<file path="config.mk">
export PLATFORM = sky130hd
export DESIGN_NAME = mem_portb_arbiter
export DESIGN_NICKNAME = d
export VERILOG_FILES = /design/src/rtl/mem_arb_pkg.sv /design/src/rtl/read_tag_pipe.sv /design/src/rtl/mem_portb_arbiter.sv
export SDC_FILE = /design/constraint.sdc
export NUM_CORES = 1
export LEC_CHECK = 0
export CORE_AREA = 2 2 152 154
export DETAILED_ROUTE_END_ITERATION = 8
export DIE_AREA = 0 0 154 156
export PLACE_DENSITY_LB_ADDON = 0.08
export SYNTH_ARGS = -nofsm -noshare
export SYNTH_HDL_FRONTEND = slang
export SYNTH_HIERARCHICAL = 1
export SYNTH_SLANG_ARGS = --single-unit
</file>
<file path="constraint.sdc">
create_clock -name clk -period 1.9 [get_ports clk]
set_input_delay 0.38 -clock clk [delete_from_list [all_inputs] [get_ports clk]]
set_output_delay 0.38 -clock clk [all_outputs]
set_load 0.005 [all_outputs]
</file>
<file path="src/rtl/mem_arb_pkg.sv">
// Shared types for the data-memory port-B arbiter: arbitration state, read owner
// and the read-tag record that follows every issued read through the memory latency.
package mem_arb_pkg;

  typedef enum logic {
    VGA_PRI    = 1'b0,
    HOST_FORCE = 1'b1
  } arb_state_t;

  typedef enum logic {
    OWN_VGA  = 1'b0,
    OWN_HOST = 1'b1
  } owner_t;

  typedef struct packed {
    logic   valid;
    owner_t owner;
  } read_tag_t;

  localparam read_tag_t TAG_IDLE = '{valid: 1'b0, owner: OWN_VGA};

  localparam int WAIT_W = 8;

endpackage

</file>
<file path="src/rtl/read_tag_pipe.sv">
// Delay line for read tags; its depth equals the port-B read latency so the tag
// leaves the last stage in the same cycle the memory presents the read data.
module read_tag_pipe
  import mem_arb_pkg::*;
#(
  parameter int READ_LAT = 1
) (
  input  logic      clk,
  input  logic      reset,
  input  read_tag_t tag_i,
  output read_tag_t tag_o
);

  read_tag_t stage_q [READ_LAT];

  // Clearing on reset drops in-flight reads so they never raise an rvalid.
  always_ff @(posedge clk) begin
    if (reset) begin
      for (int i = 0; i < READ_LAT; i++) begin
        stage_q[i] <= TAG_IDLE;
      end
    end else begin
      stage_q[0] <= tag_i;
      for (int i = 1; i < READ_LAT; i++) begin
        stage_q[i] <= stage_q[i-1];
      end
    end
  end

  assign tag_o = stage_q[READ_LAT-1];

endmodule

</file>
<file path="src/rtl/mem_portb_arbiter.sv">
// Shares data-memory port B between the VGA reader (fixed priority) and the host
// loader, with a starvation guard for the host and tagged return of read data.
module mem_portb_arbiter
  import mem_arb_pkg::*;
#(
  parameter int AW       = 16,
  parameter int DW       = 64,
  parameter int READ_LAT = 1,
  parameter int MAX_WAIT = 8,
  parameter int MISS_W   = 16
) (
  input  logic              clk,
  input  logic              reset,
  input  logic              vga_req,
  input  logic [AW-1:0]     vga_addr,
  output logic              vga_gnt,
  output logic              vga_rvalid,
  output logic [DW-1:0]     vga_rdata,
  input  logic              host_req,
  input  logic              host_we,
  input  logic [AW-1:0]     host_addr,
  input  logic [DW-1:0]     host_wdata,
  output logic              host_gnt,
  output logic              host_rvalid,
  output logic [DW-1:0]     host_rdata,
  output logic [AW-1:0]     mem_addr,
  output logic [DW-1:0]     mem_wdata,
  output logic              mem_we,
  input  logic [DW-1:0]     mem_rdata,
  output logic [MISS_W-1:0] vga_miss_cnt
);

  localparam logic [WAIT_W-1:0] WAIT_LIMIT = WAIT_W'(MAX_WAIT - 1);

  arb_state_t        state_q, state_d;
  logic [WAIT_W-1:0] wait_q, wait_d;
  logic [MISS_W-1:0] miss_q, miss_d;
  logic              vga_win, host_win, host_denied;
  read_tag_t         issue_tag, ret_tag;

  // Grants are suppressed during the reset cycle so nothing reaches the memory.
  always_comb begin
    vga_win  = 1'b0;
    host_win = 1'b0;
    if (!reset) begin
      if (state_q == HOST_FORCE) begin
        host_win = host_req;
      end else begin
        vga_win  = vga_req;
        host_win = host_req & ~vga_req;
      end
    end
  end

  always_comb begin
    host_denied = host_req & ~host_win;
    state_d     = VGA_PRI;
    if ((state_q == VGA_PRI) && host_denied && (wait_q == WAIT_LIMIT)) begin
      state_d = HOST_FORCE;
    end
    wait_d = '0;
    if (host_denied) begin
      wait_d = (wait_q == '1) ? wait_q : wait_q + 1'b1;
    end
    miss_d = miss_q;
    if (vga_req && !vga_win && (miss_q != '1)) begin
      miss_d = miss_q + 1'b1;
    end
  end

  always_ff @(posedge clk) begin
    if (reset) begin
      state_q <= VGA_PRI;
      wait_q  <= '0;
      miss_q  <= '0;
    end else begin
      state_q <= state_d;
      wait_q  <= wait_d;
      miss_q  <= miss_d;
    end
  end

  always_comb begin
    mem_addr  = '0;
    mem_wdata = '0;
    mem_we    = 1'b0;
    if (vga_win) begin
      mem_addr = vga_addr;
    end else if (host_win) begin
      mem_addr  = host_addr;
      mem_wdata = host_wdata;
      mem_we    = host_we;
    end
  end

  always_comb begin
    issue_tag = TAG_IDLE;
    if (vga_win) begin
      issue_tag = '{valid: 1'b1, owner: OWN_VGA};
    end else if (host_win && !host_we) begin
      issue_tag = '{valid: 1'b1, owner: OWN_HOST};
    end
  end

  read_tag_pipe #(
    .READ_LAT(READ_LAT)
  ) u_tags (
    .clk   (clk),
    .reset (reset),
    .tag_i (issue_tag),
    .tag_o (ret_tag)
  );

  assign vga_gnt      = vga_win;
  assign host_gnt     = host_win;
  assign vga_rvalid   = ~reset & ret_tag.valid & (ret_tag.owner == OWN_VGA);
  assign host_rvalid  = ~reset & ret_tag.valid & (ret_tag.owner == OWN_HOST);
  assign vga_rdata    = reset ? '0 : mem_rdata;
  assign host_rdata   = reset ? '0 : mem_rdata;
  assign vga_miss_cnt = reset ? '0 : miss_q;

endmodule

</file>
==> results list <==
- TritonCTS built the clock tree.
* Clock Skew: 11.73 ps
- Die Height: 156 µm
- Switching Share: 0.2710
- Synthesis produced a netlist with a net count of 564.
- No sink is reached through more buffers than the 2 on the longest clock path.
* Most common library cell in the layout ignoring fill and taps: sky130_fd_sc_hd__clkdlybuf4s50_1
- Type of destination of the critical path: output port
- The first global-routing pass estimated 27260 µm of wire.
- Worst-path fanout max: 3
* Number of cells in the finished layout apart from fillers: ~1.1k
- Total via count in the routed design: 4240
- The worst setup path is of the register to output port kind.
- In the finished design, the share of the clock period the worst path needs comes to 1.119.
* Startpoint of the lowest-slack hold path: reset
* H-tree level count: 1
- Worst setup slack before clock tree synthesis: -797.7 ps
- Number of register bits inferred by synthesis: 27
- The worst path in the final design needs a cycle of 2125 ps, including I/O delays and setup.
- Syn. warnings: 6
- Die Span X: 154 µm
- Antenna violations before repair: 0
* Global-route congestion overflow total: 0
- R2R cell count: 5
- Sequential cell area fraction in the yosys report: 0.1807
* Fraction of power consumed by the clock network: 0.223
- The worst hold path terminates at u_tags/stage_q[0][0].
- Synth Area in Compound Gates: 0.09703
- Routed wire length per instance: 19.55 µm
- Count of placed standard cells including taps: roughly 1k
- Max-slew headroom at the worst pin: 0.7288
* Register clock-pin slew on the reported worst setup and hold paths: approximately 60 ps
- Of the cells placed in the final design, the portion with a size suffix greater than 1 is 0.3896.
* Pin count of the biggest net entering global routing: 42
- Startpoint of the lowest-slack register-to-register path: miss_q[0]
* Overall die area: 24020 µm²
- R2R setup slack: 140 ps
* Number of distinct standard cells referenced by the synthesized netlist: between 40 and 50
- Design Power: 2.269 mW
* Number of hold buffers added after cts: 0
- At the worst endpoint, the arrival time is 1750 ps.
- Count of flip-flops with a built-in enable after synthesis: 0
* Count of TritonRoute iterations in the first routing pass: 4
* Outcome: complete, but fails checks
* Vias in the first global route: 4218
- Number of sinks handled by clock tree synthesis: 27
- The portion of synthesized area spent on multiplexers is 0.04141.
* Number of nets in the final layout: 938
- Multi-input combinational cell area: 2293 µm²
- Number of buffers inserted during clock tree synthesis: 3
- Setup violations remaining at the end of the flow were counted as 70.
- Comb pwr share: 0.524
* Area inside the core boundary: 22370 µm²
- Static power due to leakage: roughly 4.1 nW
* Largest family of logic cells by synthesized area: simple AND/OR/NAND/NOR gates
- After layout, the worst setup slack is -225.4 ps.
- In this run the power density over the cells is 281.9 nW/µm².
- Count of filler cells inserted in the layout: 2354
- The first routing iteration left ~110 violations.
- The internal portion of the total power is approximately 1.7 mW.
- Mean cell area of the mapped netlist: 7.536 µm²
- Measured on the finished design, the core utilization comes to 0.3599.
* Critical Path Start Type: register
* Layout Area Growth over Synthesis: 169.1%
- Destination of the worst register-to-register timing path: miss_q[14]
- For this run, the leading register cell type out of synthesis is sky130_fd_sc_hd__dfxtp_1.
* Worst Hold Class: input port to register
- Fraction of synthesis flops using an asynchronous set or reset pin: 0
- Insertion delay of the later-clocked pin in the worst-skew pair: 270 ps
- Summed over all nets, the half-perimeter wirelength after detailed placement is 15810 µm.
- The library cells used most frequently in the layout, excluding fill and tap cells, are sky130_fd_sc_hd__clkdlybuf4s50_1 (182), sky130_fd_sc_hd__dlygate4sd2_1 (89), sky130_fd_sc_hd__buf_6 (66).
- The synthesized netlist occupies a cell area of around 3000 µm².
* Sw power: roughly 600 µW
* Violated checks: setup timing
- Antenna Diode Count: 0
- Pin placement for this block handled 394 I/O pins.
- WP data required: 1520 ps
- Routability Congestion: 0.8010
* Cell row count: 55
* Clock tree root buffer cell: sky130_fd_sc_hd__clkbuf_16
- After detailed routing, the total wire length is ~21000 µm.
- Buffers placed on the I/O ports in this run total between 300 and 400.
- Via density: between 4 and 5
- For this run, design rule violations remaining after detail routing come to 0.
* Instance count along the most critical hold path: 3
- Maximum achievable frequency: 470.5 MHz
- Residual antenna-violating net count after detailed routing: 0
- Final slew viol count: 0
* Measured slew at the worst slew-check pin: 403.7 ps
* Arithmetic-cell share of the synthesized area counting full adders, half adders and majority gates: 0.008365
- Reported max-cap violation count: 0
- Synth Area in Simple Gates: 0.4651
* Parity-gate share of the synthesized area counting xor and xnor cells: 0.005855
* Number of instances in the synthesized netlist: 397
* GRT Util Overall: 0.1509
- Starting utilization of the core area: 0.1338
- Summing all flip-flop and latch instances after layout gives 541.8 µm².
* Worst vdd rail ir drop: 276.2 µV
* Setup repair after global routing missed its margin: true
* Count of endpoints failing hold in the final timing report: 0
* Sequential fraction of design power: 0.252
-- metrics by stage --
step	instance area [µm²]	hold WS [ps]	TNS [ps]
2_1_floorplan	2992	451.6	0
5_1_grt	8049	478.7	-8852
3_3_place_gp	6903	500.6	-68790
4_1_cts	7430	458.5	-18460
3_5_place_dp	6903	514.8	-68000
6_report	8049	466.1	-4624
-- synthesized netlist by cell type, types with 3 or more instances --
cell type	instances	area [µm²]
sky130_fd_sc_hd__mux2i_1	3	30.03
sky130_fd_sc_hd__nor2b_1	83	519.3
sky130_fd_sc_hd__nor3b_1	3	22.52
sky130_fd_sc_hd__inv_1	3	11.26
sky130_fd_sc_hd__nand3_1	4	20.02
sky130_fd_sc_hd__mux2_4	4	60.06
sky130_fd_sc_hd__or3_1	3	18.77
sky130_fd_sc_hd__clkbuf_1	15	56.30
sky130_fd_sc_hd__and2_1	67	419.2
sky130_fd_sc_hd__nor4_1	5	31.28
sky130_fd_sc_hd__mux2_2	3	33.78
sky130_fd_sc_hd__buf_4	64	480.5
sky130_fd_sc_hd__nor2_1	19	71.32
sky130_fd_sc_hd__a21oi_1	7	35.03
sky130_fd_sc_hd__o21ai_0	10	50.05
sky130_fd_sc_hd__nand2_1	9	33.78
sky130_fd_sc_hd__dfxtp_1	27	540.5
sky130_fd_sc_hd__o31ai_1	3	22.52
sky130_fd_sc_hd__a22o_1	16	140.1
sky130_fd_sc_hd__nor3_1	6	30.03
sky130_fd_sc_hd__buf_2	5	25.02
sky130_fd_sc_hd__or2_2	3	18.77
sky130_fd_sc_hd__nand4_1	4	25.02
-- how the worst max path moves through the flow --
stage / endpoint / slack, ps / from / depth (start not counted)
5_1_grt: mem_wdata[9] / -280 / state_q / 10
3_3_place_gp: mem_wdata[50] / -840 / vga_req / 6
3_5_place_dp: mem_wdata[50] / -800 / vga_req / 6
4_1_cts: mem_wdata[31] / -490 / state_q / 7
6_report: mem_wdata[9] / -230 / state_q / 10
2_1_floorplan: vga_rdata[10] / 170 / reset / 5
-- power groups by stage --
stage | clock [mW] | combinational [mW] | sequential [mW]
2_1_floorplan | 0 | 0.309 | 0.587
3_3_place_gp | 0 | 1.05 | 0.586
3_5_place_dp | 0 | 1.05 | 0.586
4_1_cts | 0.529 | 1.10 | 0.573
5_1_grt | 0.547 | 1.26 | 0.573
6_report | 0.507 | 1.19 | 0.573
-- cells by family (layout without fill, tap and decap cells) --
family,Yosys count,after routing
AND/OR/NAND/NOR,224,224
buffers and inverters,91,464
AO/OA/AOI/OAI,41,41
flip-flops,27,27
multiplexers,10,10
adder cells (fa/ha/maj),2,2
XOR/XNOR,2,2
-- state kept, by name, summed over array words and instances, names as in the netlist --
| register | flops |
|---|---|
| u_tags/stage_q | 2 |
| miss_q | 16 |
| wait_q | 8 |
| state_q | 1 |
-- timing repair --
item / in CTS / in global routing
gates resized for setup: 415 / 264
setup endpoints to repair: 223 / 134
setup buffers: 10 / 22
gates cloned: 8 / 7
pin swaps: 6 / 47
hold endpoints to repair: 0 / 0
-- per-layer routing --
metal	vias to the layer above	global-route usage	routed length, µm
li1	1996	-	-
met1	1963	0.1451	6842
met2	260	0.3130	11360
met3	21	0.04639	1858
met4	0	0.02848	558
met5	-	0	0
-- critical path, stage by stage, from the launching register on --
cell,delay [ps]
sky130_fd_sc_hd__dfxtp_2,340
sky130_fd_sc_hd__nor2b_4,140
sky130_fd_sc_hd__nor3b_4,60
sky130_fd_sc_hd__buf_6,130
sky130_fd_sc_hd__buf_6,110
sky130_fd_sc_hd__buf_8,110
sky130_fd_sc_hd__buf_12,120
sky130_fd_sc_hd__buf_6,110
sky130_fd_sc_hd__buf_6,110
sky130_fd_sc_hd__and2_4,140
sky130_fd_sc_hd__buf_6,110
-- area by class of cell --
type,count,share of cell area
timing repair buffer,457,0.5918
multi-input combinational,279,0.2849
sequential,27,0.06731
tap,285,0.04430
clock buffer,3,0.009327
inverter,3,0.001399
clock inverter,1,0.0009327
No activity file was read; power rests on OpenSTA's default activity.
